--- src/rtl/rs2_fwd_ctrl_if.sv ---
// Bundle of ID-stage request fields and EX-stage operand-B select results for rs2_fwd_ctrl.
// RS2_FWD_STATS_EN adds the stall_cnt/fwd_cnt statistics outputs.
interface rs2_fwd_ctrl_if #(
    parameter int unsigned REGW = 5,
    parameter int unsigned SELW = 3
);
    logic            id_valid;
    logic [REGW-1:0] id_rs2;
    logic            id_uses_rs2;
    logic [1:0]      id_bsrc;
    logic [REGW-1:0] id_rd;
    logic            id_regwrite;
    logic            id_is_load;
    logic            ex_flush;
    logic            stall;
    logic            ex_valid;
    logic [SELW-1:0] rs2muxsel;
`ifdef RS2_FWD_STATS_EN
    logic [31:0]     stall_cnt;
    logic [31:0]     fwd_cnt;
`endif

    modport master (
        output id_valid, id_rs2, id_uses_rs2, id_bsrc, id_rd, id_regwrite, id_is_load, ex_flush,
`ifdef RS2_FWD_STATS_EN
        input  stall_cnt, fwd_cnt,
`endif
        input  stall, ex_valid, rs2muxsel
    );

    modport slave (
        input  id_valid, id_rs2, id_uses_rs2, id_bsrc, id_rd, id_regwrite, id_is_load, ex_flush,
`ifdef RS2_FWD_STATS_EN
        output stall_cnt, fwd_cnt,
`endif
        output stall, ex_valid, rs2muxsel
    );
endinterface

--- src/rtl/rs2_fwd_ctrl.sv ---
// Operand-B select and hazard-stall control for the EX-stage ALU: tracks EX/MEM destination tags,
// registers rs2muxsel for EX and stalls ID when no forward path exists. RS2_FWD_STATS_EN adds counters.
module rs2_fwd_ctrl #(
    parameter int unsigned REGW = 5,
    parameter int unsigned SELW = 3
) (
    input logic           clk,
    input logic           rst,
    rs2_fwd_ctrl_if.slave bus
);

    localparam logic [SELW-1:0] SEL_RS2VAL = SELW'(0);
    localparam logic [SELW-1:0] SEL_ALUOUT = SELW'(1);
    localparam logic [SELW-1:0] SEL_LSJAL  = SELW'(2);
    localparam logic [SELW-1:0] SEL_AUILUI = SELW'(3);
    localparam logic [SELW-1:0] SEL_LS32   = SELW'(4);

    typedef enum logic [1:0] {
        ST_RUN,
        ST_LDUSE,
        ST_WBWAIT
    } state_e;

    state_e          state_q, state_d;

    logic            ex_v_q, ex_v_d;
    logic [REGW-1:0] ex_rd_q, ex_rd_d;
    logic            ex_wr_q, ex_wr_d;
    logic            ex_ld_q, ex_ld_d;
    logic            mem_v_q;
    logic [REGW-1:0] mem_rd_q;
    logic            mem_wr_q;
    logic [SELW-1:0] sel_q, sel_d;

    logic            rs2_fwdable;
    logic            match_ex;
    logic            match_mem;
    logic            stall;
    logic            issue;

    always_comb begin
        rs2_fwdable = bus.id_uses_rs2 && (bus.id_bsrc == 2'b00) && (bus.id_rs2 != '0);
        match_ex    = rs2_fwdable && ex_v_q && ex_wr_q && (ex_rd_q == bus.id_rs2);
        match_mem   = rs2_fwdable && mem_v_q && mem_wr_q && (mem_rd_q == bus.id_rs2);
        // A matching EX producer is younger and shadows MEM: only a load there can stall.
        stall       = bus.id_valid && (match_ex ? ex_ld_q : match_mem);
        issue       = bus.id_valid && !stall && !bus.ex_flush;
    end

    always_comb begin
        ex_v_d  = issue;
        ex_rd_d = issue ? bus.id_rd : '0;
        ex_wr_d = issue && bus.id_regwrite;
        ex_ld_d = issue && bus.id_is_load;
        sel_d   = SEL_RS2VAL;
        if (issue) begin
            unique case (bus.id_bsrc)
                2'b01:   sel_d = SEL_LSJAL;
                2'b10:   sel_d = SEL_AUILUI;
                2'b11:   sel_d = SEL_LS32;
                default: sel_d = (match_ex && !ex_ld_q) ? SEL_ALUOUT : SEL_RS2VAL;
            endcase
        end
    end

    always_comb begin
        state_d = state_q;
        if (bus.ex_flush) begin
            state_d = ST_RUN;
        end else begin
            unique case (state_q)
                ST_RUN: begin
                    if (bus.id_valid && match_ex && ex_ld_q) begin
                        state_d = ST_LDUSE;
                    end else if (stall) begin
                        state_d = ST_WBWAIT;
                    end
                end
                ST_LDUSE:  state_d = stall ? ST_WBWAIT : ST_RUN;
                ST_WBWAIT: state_d = ST_RUN;
                default:   state_d = ST_RUN;
            endcase
        end
    end

    always_ff @(posedge clk or posedge rst) begin
        if (rst) begin
            state_q  <= ST_RUN;
            ex_v_q   <= 1'b0;
            ex_rd_q  <= '0;
            ex_wr_q  <= 1'b0;
            ex_ld_q  <= 1'b0;
            mem_v_q  <= 1'b0;
            mem_rd_q <= '0;
            mem_wr_q <= 1'b0;
            sel_q    <= SEL_RS2VAL;
        end else begin
            state_q  <= state_d;
            ex_v_q   <= ex_v_d;
            ex_rd_q  <= ex_rd_d;
            ex_wr_q  <= ex_wr_d;
            ex_ld_q  <= ex_ld_d;
            mem_v_q  <= ex_v_q;
            mem_rd_q <= ex_rd_q;
            mem_wr_q <= ex_wr_q;
            sel_q    <= sel_d;
        end
    end

    assign bus.stall     = stall;
    assign bus.ex_valid  = ex_v_q;
    assign bus.rs2muxsel = sel_q;

`ifdef RS2_FWD_STATS_EN
    logic [31:0] stall_cnt_q;
    logic [31:0] fwd_cnt_q;

    always_ff @(posedge clk or posedge rst) begin
        if (rst) begin
            stall_cnt_q <= '0;
            fwd_cnt_q   <= '0;
        end else begin
            if (stall) begin
                stall_cnt_q <= stall_cnt_q + 32'd1;
            end
            if (issue && (sel_d == SEL_ALUOUT)) begin
                fwd_cnt_q <= fwd_cnt_q + 32'd1;
            end
        end
    end

    assign bus.stall_cnt = stall_cnt_q;
    assign bus.fwd_cnt   = fwd_cnt_q;
`endif

endmodule

--- src/flat_wrapper.sv ---
// flat-port wrapper written by rule: the top's interface ports become plain ports
module rs2_fwd_ctrl_flat 
#(
    parameter int unsigned REGW = 5,
    parameter int unsigned SELW = 3
)
  (clk, rst, bus_id_valid, bus_id_rs2, bus_id_uses_rs2, bus_id_bsrc, bus_id_rd, bus_id_regwrite, bus_id_is_load, bus_ex_flush, bus_stall, bus_ex_valid, bus_rs2muxsel);
  rs2_fwd_ctrl_if #(.REGW(REGW), .SELW(SELW)) bus_i ();
  input logic clk;
  input logic rst;
  input wire logic [$bits(bus_i.id_valid)-1:0] bus_id_valid;
  input wire logic [$bits(bus_i.id_rs2)-1:0] bus_id_rs2;
  input wire logic [$bits(bus_i.id_uses_rs2)-1:0] bus_id_uses_rs2;
  input wire logic [$bits(bus_i.id_bsrc)-1:0] bus_id_bsrc;
  input wire logic [$bits(bus_i.id_rd)-1:0] bus_id_rd;
  input wire logic [$bits(bus_i.id_regwrite)-1:0] bus_id_regwrite;
  input wire logic [$bits(bus_i.id_is_load)-1:0] bus_id_is_load;
  input wire logic [$bits(bus_i.ex_flush)-1:0] bus_ex_flush;
  output wire logic [$bits(bus_i.stall)-1:0] bus_stall;
  output wire logic [$bits(bus_i.ex_valid)-1:0] bus_ex_valid;
  output wire logic [$bits(bus_i.rs2muxsel)-1:0] bus_rs2muxsel;
  assign bus_i.id_valid = bus_id_valid;
  assign bus_i.id_rs2 = bus_id_rs2;
  assign bus_i.id_uses_rs2 = bus_id_uses_rs2;
  assign bus_i.id_bsrc = bus_id_bsrc;
  assign bus_i.id_rd = bus_id_rd;
  assign bus_i.id_regwrite = bus_id_regwrite;
  assign bus_i.id_is_load = bus_id_is_load;
  assign bus_i.ex_flush = bus_ex_flush;
  assign bus_stall = bus_i.stall;
  assign bus_ex_valid = bus_i.ex_valid;
  assign bus_rs2muxsel = bus_i.rs2muxsel;
  rs2_fwd_ctrl #(.REGW(REGW), .SELW(SELW)) u_core (.clk(clk), .rst(rst), .bus(bus_i));
endmodule
--- config.mk ---
export PLATFORM = sky130hd
export DESIGN_NAME = rs2_fwd_ctrl_flat
export DESIGN_NICKNAME = d
export VERILOG_FILES = /design/src/rtl/rs2_fwd_ctrl_if.sv /design/src/rtl/rs2_fwd_ctrl.sv /design/src/flat_wrapper.sv
export SDC_FILE = /design/constraint.sdc
export NUM_CORES = 1
export LEC_CHECK = 0
export CELL_PAD_IN_SITES_DETAIL_PLACEMENT = 1
export CELL_PAD_IN_SITES_GLOBAL_PLACEMENT = 1
export CORE_AREA = 2 2 51 53
export CTS_CLUSTER_SIZE = 16
export DETAILED_ROUTE_END_ITERATION = 7
export DIE_AREA = 0 0 53 55
export PLACE_DENSITY_LB_ADDON = 0.1
export SLEW_MARGIN = 20
export SYNTH_ARGS = -nofsm -noshare
export SYNTH_HDL_FRONTEND = slang
export SYNTH_SLANG_ARGS = --single-unit
--- constraint.sdc ---
create_clock -name clk -period 2.4 [get_ports clk]
set_input_delay 0.36 -clock clk [delete_from_list [all_inputs] [get_ports clk]]
set_output_delay 0.36 -clock clk [all_outputs]
set_load 0.005 [all_outputs]
==> impl_metrics.py <==
metrics = {
    "run_status": {
        "status": "finished, violations left",
        "violations": "setup timing",
    },
    "setup_path": {
        "critPathArrivalTime_ns": 2.13,
        "worstSetupStartpointType": "flop",
        "end_kind": "output pin",
        "critical_path_class": "reg2out",
        "cpMaxStageDelayCell": "or4_4",
        "critPathMaxStageDelay_ns": 0.54,
        "crit_fanout": 2,
        "required_ns": 2.04,
        "cp_cell_sequence": "xnor2_1 -> nand4_1 -> or4_4 -> mux2_4 -> and2b_1 -> buf_2",
        "ff2ff_setup_slack_ns": 0.39,
    },
    "global_routing": {
        "grt_pass1_wl_mm": 2.75,
        "grt_pass1_vias": 608,
        "grt_overflow": 0,
        "grt_max_degree": 19,
        "antenna_found_initial": 0,
        "grt.total_usage_pct": 13.7,
    },
    "sta": {
        "fin_crit_sh_pct": 104,
        "finalWorstSetupSlack_ns": -0.0909,
        "finClkSkew_ns": 0.00806,
        "slew_headroom_pct": 54.4,
        "setup_viol": 1,
        "drv_slew": 0,
        "min_period_ns": 2.49,
        "max_freq_mhz": 401,
        "final-hold-violation-count": 0,
        "worstMarginPinSlew_ns": 0.683,
        "rsz0062_at_grt": "yes",
    },
    "yosys": {
        "yosys.cell_types.count": 19,
        "synth_top_area_share_pct": 56.8,
        "yosysTopAreaCell": "dfrtp_1",
        "synth_edf_count": 0,
        "ys_warn_count": 0,
        "ys_seq_area_share_pct": 56.8,
        "syn_inst": 64,
        "synth_fp_nets": 87,
        "synth-seq-cells": 18,
        "ys_top_cells_by_area": "dfrtp_1 (57%), xnor2_1 (8.8%), and3_1 (7.1%)",
        "syn-cell-area_um2": 793,
        "avgSynthCellArea_um2": 12.4,
        "async_reset_ff_share_pct": 100,
        "ys.flop_type": "dfrtp_1",
    },
    "routing": {
        "num_vias": 582,
        "drtPass1Iterations": 3,
        "drt_iter0_drc": 2,
        "drtAntennaViolNets": 0,
        "route.detailed.drc": 0,
        "drt-wirelength-per-cell_um": 13.3,
        "wl_mm": 1.68,
        "vias_per_cell": 4.58,
    },
    "placed_design": {
        "place.gp.congestion": 0.791,
        "hpwl_mm": 1.25,
        "portBuffers": 23,
    },
    "cells_and_area": {
        "final_cell_mix": "dfrtp_1 (18), clkdlybuf4s50_1 (15), and3_1 (9), buf_4 (8), xnor2_1 (7)",
        "area_growth_pct": 43.4,
        "diodes": 0,
        "fin_util_pct": 48.1,
        "nNetsFinal": 121,
        "final_common_cell": "dfrtp_1",
        "drive_gt1_share_pct": 20.6,
    },
    "power": {
        "p_total_uw": 584,
        "powerDensity_mw_per_mm2": 514,
        "leakage_nw": 0.559,
        "ir_drop_v": 0.000353,
    },
    "cts": {
        "clk_path_buf_depth": 2,
        "clkSlewWorstSetupHoldPaths_ns": 0.09,
        "clk_latency_ns": 0.29,
        "h-tree-depth": 1,
        "cts_tree": "built",
        "cts-root-buf": "clkbuf_4",
        "cts_buffers": 3,
        "cts_sinks": 18,
    },
    "floorplanning": {
        "coreArea_mm2": 0.00236,
        "io_pins": 24,
        "row_count": 18,
        "fp.dieH_um": 55,
        "die_w_um": 53,
        "start_util_pct": 33.5,
        "die-area_mm2": 0.00292,
    },
    "min_path": {
        "hp-class": "reg2reg",
    },
    "flow_run": {
        "drv_cap": 0,
    },
}
[state kept, by name, indices dropped and copies added (netlist names)]
register / flops
u_core.ex_wr_q: 1
u_core.mem_rd_q: 5
u_core.bus.ex_valid: 1
u_core.ex_rd_q: 5
u_core.bus.rs2muxsel: 3
u_core.mem_wr_q: 1
u_core.ex_ld_q: 1
u_core.mem_v_q: 1
[path summary, 6_finish.rpt]
check / startpoint / endpoint / cells past startpoint
min reg2reg: u_core.ex_wr_q / u_core.mem_wr_q / 0
max reg2reg: u_core.ex_rd_q[2] / u_core.ex_wr_q / 6
max in group asynchronous: rst / u_core.ex_rd_q[3] / 2
min: u_core.ex_wr_q / u_core.mem_wr_q / 0
min in group asynchronous: rst / u_core.bus.ex_valid / 2
max: u_core.ex_rd_q[2] / bus_stall / 6
[kinds of logic (layout without fill, tap and decap cells)]
group           Yosys count  count (layout)  synth area share [%]
simple gates             20              20                  16.2
flops                    18              18                  56.8
xor+xnor                 10              10                  11.0
buf+inv                   8              41                  4.73
fa+ha+maj                 4               4                  6.31
compound gates            3               3                  3.00
mux                       1               1                  1.89
[cells in the mapped netlist (2+ instances only)]
| cell | n |
|---|---|
| or4_1 | 2 |
| dfrtp_1 | 18 |
| xor2_1 | 2 |
| ha_1 | 4 |
| nand2_1 | 2 |
| xnor2_1 | 8 |
| nand4_1 | 3 |
| and3_1 | 9 |
| inv_1 | 6 |
[critical path: cells and delay by family (launching register included)]
family                 cells  cell delay (ns)
flip-flops                 1             0.41
XOR/XNOR                   1             0.16
buffers and inverters      1             0.10
multiplexers               1             0.33
AND/OR/NAND/NOR            3             0.84
[layout make-up]
cell class | count | area (um^2)
Fill cell | 263 | 1230
Sequential cell | 18 | 450
Multi-Input combinational cell | 38 | 317
Timing Repair Buffer | 31 | 274
Tap cell | 30 | 37.5
Clock buffer | 4 | 36.3
Inverter | 6 | 22.5
[timing repair]
action	in CTS	in global routing
setup buffers	1	0
resized for setup	15	3
setup endpoints to repair	1	1
hold buffers	0	0
pin swaps	6	4
[power by group]
group | internal [mW] | switching [mW] | total, mW
clock | 0.0925 | 0.0910 | 0.183
combinational | 0.0484 | 0.0316 | 0.0800
sequential | 0.315 | 0.00590 | 0.321
[metrics by stage]
step	area, um^2	setup WS (ns)	instances	setup TNS [ns]	hold WS [ns]
final	1140	-0.0909	127	-0.0909	0.383
after global placement	1100	-0.671	122	-1.59	0.358
after detailed placement	1100	-0.701	122	-2.08	0.365
after floorplan	793	0.312	64	0	0.299
after global routing	1140	-0.210	127	-0.210	0.401
after CTS	1130	-0.135	127	-0.135	0.388
[metal layers]
metal	routed length [um]	vias to the layer above	track usage, %
met5	0	-	0
met4	14	0	6.41
met3	98	2	2.96
met2	839	17	24.2
met1	731	284	16.0
li1	-	279	-
(Power assumes the default switching activity.)
